## config.mk

```make
export PLATFORM = sky130hd
export DESIGN_NAME = basys3_full_adder
export DESIGN_NICKNAME = d
export VERILOG_FILES = /design/src/rtl/basys3_pkg.sv /design/src/rtl/full_adder.sv /design/src/rtl/switch_debounce.sv /design/src/rtl/basys3_full_adder.sv
export SDC_FILE = /design/constraint.sdc
export NUM_CORES = 1
export LEC_CHECK = 0
export BUFFER_PORTS_ARGS = -buffer_cell sky130_fd_sc_hd__buf_2
export CAP_MARGIN = 20
export CORE_AREA = 3 3 40 42
export DETAILED_ROUTE_END_ITERATION = 7
export DIE_AREA = 0 0 43 45
export PLACE_DENSITY = 0.63
export SKIP_CTS_REPAIR_TIMING = 1
export SYNTH_ARGS = -nofsm -noshare
export SYNTH_HDL_FRONTEND = slang
export SYNTH_SLANG_ARGS = --single-unit
```

## constraint.sdc

```tcl
create_clock -name clk -period 1.2 [get_ports clk]
set_input_delay 0.18 -clock clk [delete_from_list [all_inputs] [get_ports clk]]
set_output_delay 0.18 -clock clk [all_outputs]
set_load 0.01 [all_outputs]
```

## src/rtl/basys3_pkg.sv

```systemverilog
// Shared constants for the Basys3 full-adder tutorial block: switch/LED bit
// positions, default pipeline parameters and the debounce counter sizing rule.
package basys3_pkg;

   localparam int SW_A     = 0;
   localparam int SW_B     = 1;
   localparam int SW_CIN   = 2;
   localparam int LED_SUM  = 0;
   localparam int LED_COUT = 1;

   localparam int DEF_SYNC_STAGES     = 2;
   localparam int DEF_DEBOUNCE_CYCLES = 4;

   // Counter width is max(1, clog2(n)); it only has to reach n-1.
   function automatic int dbnc_cnt_w(input int n);
      return (n <= 2) ? 1 : $clog2(n);
   endfunction

endpackage

```

## src/rtl/full_adder.sv

```systemverilog
// Purely combinational 1-bit full adder; sw = {Cin, B, A}, led = {carry, sum}.
module full_adder
   import basys3_pkg::*;
(
   input  logic [2:0] sw,
   output logic [1:0] led
);

   assign led[LED_SUM]  = sw[SW_A] ^ sw[SW_B] ^ sw[SW_CIN];
   assign led[LED_COUT] = (sw[SW_A] & sw[SW_B]) |
                          (sw[SW_A] & sw[SW_CIN]) |
                          (sw[SW_B] & sw[SW_CIN]);

endmodule

```

## src/rtl/switch_debounce.sv

```systemverilog
// One switch bit: multi-flop synchronizer followed by a stable-count debouncer
// (or a straight pass-through when DEBOUNCE_CYCLES is 0).
module switch_debounce
   import basys3_pkg::*;
#(
   parameter int SYNC_STAGES     = DEF_SYNC_STAGES,
   parameter int DEBOUNCE_CYCLES = DEF_DEBOUNCE_CYCLES
)
(
   input  logic clk,
   input  logic rst,
   input  logic sw,
   output logic db
);

   logic [SYNC_STAGES-1:0] sync_p;
   logic                   s;

   always_ff @(posedge clk or posedge rst) begin
      if (rst)
         sync_p <= '0;
      else
         sync_p <= {sync_p[SYNC_STAGES-2:0], sw};
   end

   assign s = sync_p[SYNC_STAGES-1];

   generate
      if (DEBOUNCE_CYCLES == 0) begin : g_bypass
         assign db = s;
      end else begin : g_dbnc
         localparam int            CW   = dbnc_cnt_w(DEBOUNCE_CYCLES);
         localparam logic [CW-1:0] LAST = CW'(DEBOUNCE_CYCLES - 1);

         logic          d;
         logic [CW-1:0] cnt;

         // Any return of s to d restarts the stable-cycle count.
         always_ff @(posedge clk or posedge rst) begin
            if (rst) begin
               d   <= 1'b0;
               cnt <= '0;
            end else if (s == d) begin
               cnt <= '0;
            end else if (cnt == LAST) begin
               d   <= s;
               cnt <= '0;
            end else begin
               cnt <= cnt + 1'b1;
            end
         end

         assign db = d;
      end
   endgenerate

endmodule

```

## src/rtl/basys3_full_adder.sv

```systemverilog
// Board-level full adder: three synchronized, debounced switches summed into
// a registered 2-bit LED result {carry, sum}.
module basys3_full_adder
   import basys3_pkg::*;
#(
   parameter int SYNC_STAGES     = DEF_SYNC_STAGES,
   parameter int DEBOUNCE_CYCLES = DEF_DEBOUNCE_CYCLES
)
(
   input  logic       clk,
   input  logic       rst,
   input  logic [2:0] sw,
   output logic [1:0] led
);

   logic [2:0] db;
   logic [1:0] sum_c;

   for (genvar i = 0; i < 3; i++) begin : g_sw
      switch_debounce #(
         .SYNC_STAGES     (SYNC_STAGES),
         .DEBOUNCE_CYCLES (DEBOUNCE_CYCLES)
      ) u_db (
         .clk (clk),
         .rst (rst),
         .sw  (sw[i]),
         .db  (db[i])
      );
   end

   full_adder u_fa (
      .sw  (db),
      .led (sum_c)
   );

   // Output register stage
   always_ff @(posedge clk or posedge rst) begin
      if (rst)
         led <= 2'b00;
      else
         led <= sum_c;
   end

endmodule

```

==> impl_metrics.ini <==
[outcome]
status = complete, no violations

[cells_and_area]
final_common_cell = dfrtp_1
layout_common_cells = 17 x dfrtp_1, 6 x buf_2, 4 x dlygate4sd3_1
fillers = 103
nets = 59
fin_util = 0.5648
finalNonFillerCells = 64
drive_above_1_share = 0.2653
stdcell_area_um2 = 725.7
area_delta_synth_final_pct = 20.33
antenna_cells = 0

[pwr]
clkPwrFrac = 0.183
power.leakage_nw = 0.3572
p_comb_frac = 0.253
p_sw_w = 0.0004389
p_int_w = 0.001110
pwr-share-seq = 0.564
max-vdd-ir-drop_mv = 0.9741
power_density_mw_per_mm2 = 2134
p_sw_frac = 0.2834

[clocking]
insertion_delay_ns = 0.28
htreeDepth = 1
cts_tree = yes
cts.sinks = 17
clk_pin_slew_worst_paths_ns = 0.09
cts_inserted_buffers = 3
root_buffer = clkbuf_4
clockBufferDepth = 2

[worst_setup_path]
path_max_fanout = 2
reg2reg_from = g_sw[1].u_db.g_dbnc.cnt[0]
setup.worst_path.end = g_sw[1].u_db.db
endpoint_kind = register
r2r_cells = 2
required_ns = 1.37
crit_start = g_sw[1].u_db.g_dbnc.cnt[0]
reg2reg_to = g_sw[1].u_db.db
arrival_ns = 1.23
r2r_slack_ns = 0.14
worstSetupStartpointType = register
critical_path_class = register to register

[grt]
grt_first_pass_wirelength_um = 1393
grt_pass1_vias = 350
grt-ovfl-total = 0
grt_usage = 0.1036
grt_max_degree = 18
antenna_found_initial = 0

[timing]
worst_slew_pin_slew_ns = 0.1989
clock.fmax_mhz = 945.8
setup_tns_ns = 0
period_share = 0.8811
relSlewSlack = 0.8674
slew_violations = 0
setup_viol = 0
clock_skew_ns = 0.0009496
layout_min_cycle_time_ns = 1.057
fin_ws_ns = 0.1427
rsz0062_at_grt = no
hold_viol = 0

[synthesis]
ys_warn_count = 0
synth_nets = 43
yosysTopAreaCell = dfrtp_1
yosysSeqAreaShare = 0.7054
synth_seq_cells = 17
synth.avg_cell_area_um2 = 17.74
synthTopCellsByArea = dfrtp_1 71%, ha_1 6.2%, nor3b_2 6.2%, mux2_1 5.6%, xor2_1 4.4%
synth_area_um2 = 603.1
yosysUniqueCellTypes = 8
synth_top_area_frac = 0.7054
syn_inst = 34

[flow_run]
maxCapViolCount = 0

[min_path]
hp-class = register to register

[detailed_routing]
wirelength_um = 742
postRouteAntennaNets = 0
wl_per_cell_um = 11.59
dr.pass1.iters = 1
vias_per_cell = 4.625
num_vias = 296
drcViolationCount = 0
drt_iter0_drc = 0

[floorplanning]
die_w_um = 43
rows = 13
die-area_mm2 = 0.001935
ioPinCount = 7
coreArea_mm2 = 0.001285
initial_core_util = 0.4693
die_h_um = 45

[place]
dp_cells = 56
post-place-ws_ns = 0.1425
place_congestion = 0.6468
post_dp_cell_area_um2 = 659.4
placement.io_buffers = 6
flip-flops by register name, summed over array words and instances, names as in the netlist:
| register | flops |
|---|---|
| g_sw.u_db.g_dbnc.cnt | 6 |
| g_sw.u_db.sync_p | 6 |
| g_sw.u_db.db | 3 |
| led | 2 |
area by class of cell:
class	count	area, um^2	area share
repair buffers	11	77.57	0.1069
clock buffers	4	26.28	0.03621
flip-flops and latches	17	425.4	0.5862
inverters	1	3.754	0.005172
multi-input cells	16	173.9	0.2397
well taps	15	18.77	0.02586
worst min-delay path by stage:
stage                           startpoint                endpoint  slack (ns)  cells past startpoint
floorplan                              rst         g_sw[0].u_db.db        0.11                      1
global placement                       rst  g_sw[1].u_db.sync_p[0]        0.19                      3
detailed placement                     rst  g_sw[1].u_db.sync_p[0]        0.20                      3
CTS                                    rst  g_sw[1].u_db.sync_p[0]       -0.11                      3
global route        g_sw[2].u_db.sync_p[0]  g_sw[2].u_db.sync_p[1]        0.38                      0
finish              g_sw[2].u_db.sync_p[0]  g_sw[2].u_db.sync_p[1]        0.36                      0
stage by stage:
stage | hold WS [ns] | total power, W
floorplan | 0.1061 | 0.001130
global placement | 0.1872 | 0.001210
detailed placement | 0.2029 | 0.001291
CTS | -0.1083 | 0.001578
global route | 0.3802 | 0.001682
finish | 0.3562 | 0.001549
worst max-delay path: stages (launching register included):
cell and delay [ns]:
dfrtp_1 0.40, ha_1 0.24, mux2_1 0.31
routing by layer:
layer  wire [um]  track usage
met5           0            0
met4          17      0.07229
met2         411       0.1916
met3          35      0.02390
met1         278       0.1021
cell usage after synthesis:
cell type,instances
dfrtp_1,17
and2_1,3
ha_1,3
mux2_1,3
nor3b_2,3
xor2_1,3
fa_1,1
inv_1,1
logic make-up after synthesis:
family	synth area share
and+or+nand+nor	0.09337
adders and majority gates	0.09544
muxes	0.05601
DFF	0.7054
xor gates and xnor gates	0.04358
buffers and inverters	0.006218
power by group through the flow:
stage,sequential [W],combinational (W),clock [W]
detailed placement,0.000890,0.000401,0
floorplan,0.000880,0.000250,0
finish,0.000873,0.000392,0.000284
global placement,0.000875,0.000336,0
CTS,0.000877,0.000405,0.000296
global route,0.000896,0.000455,0.000330
(Power assumes the default switching activity.)
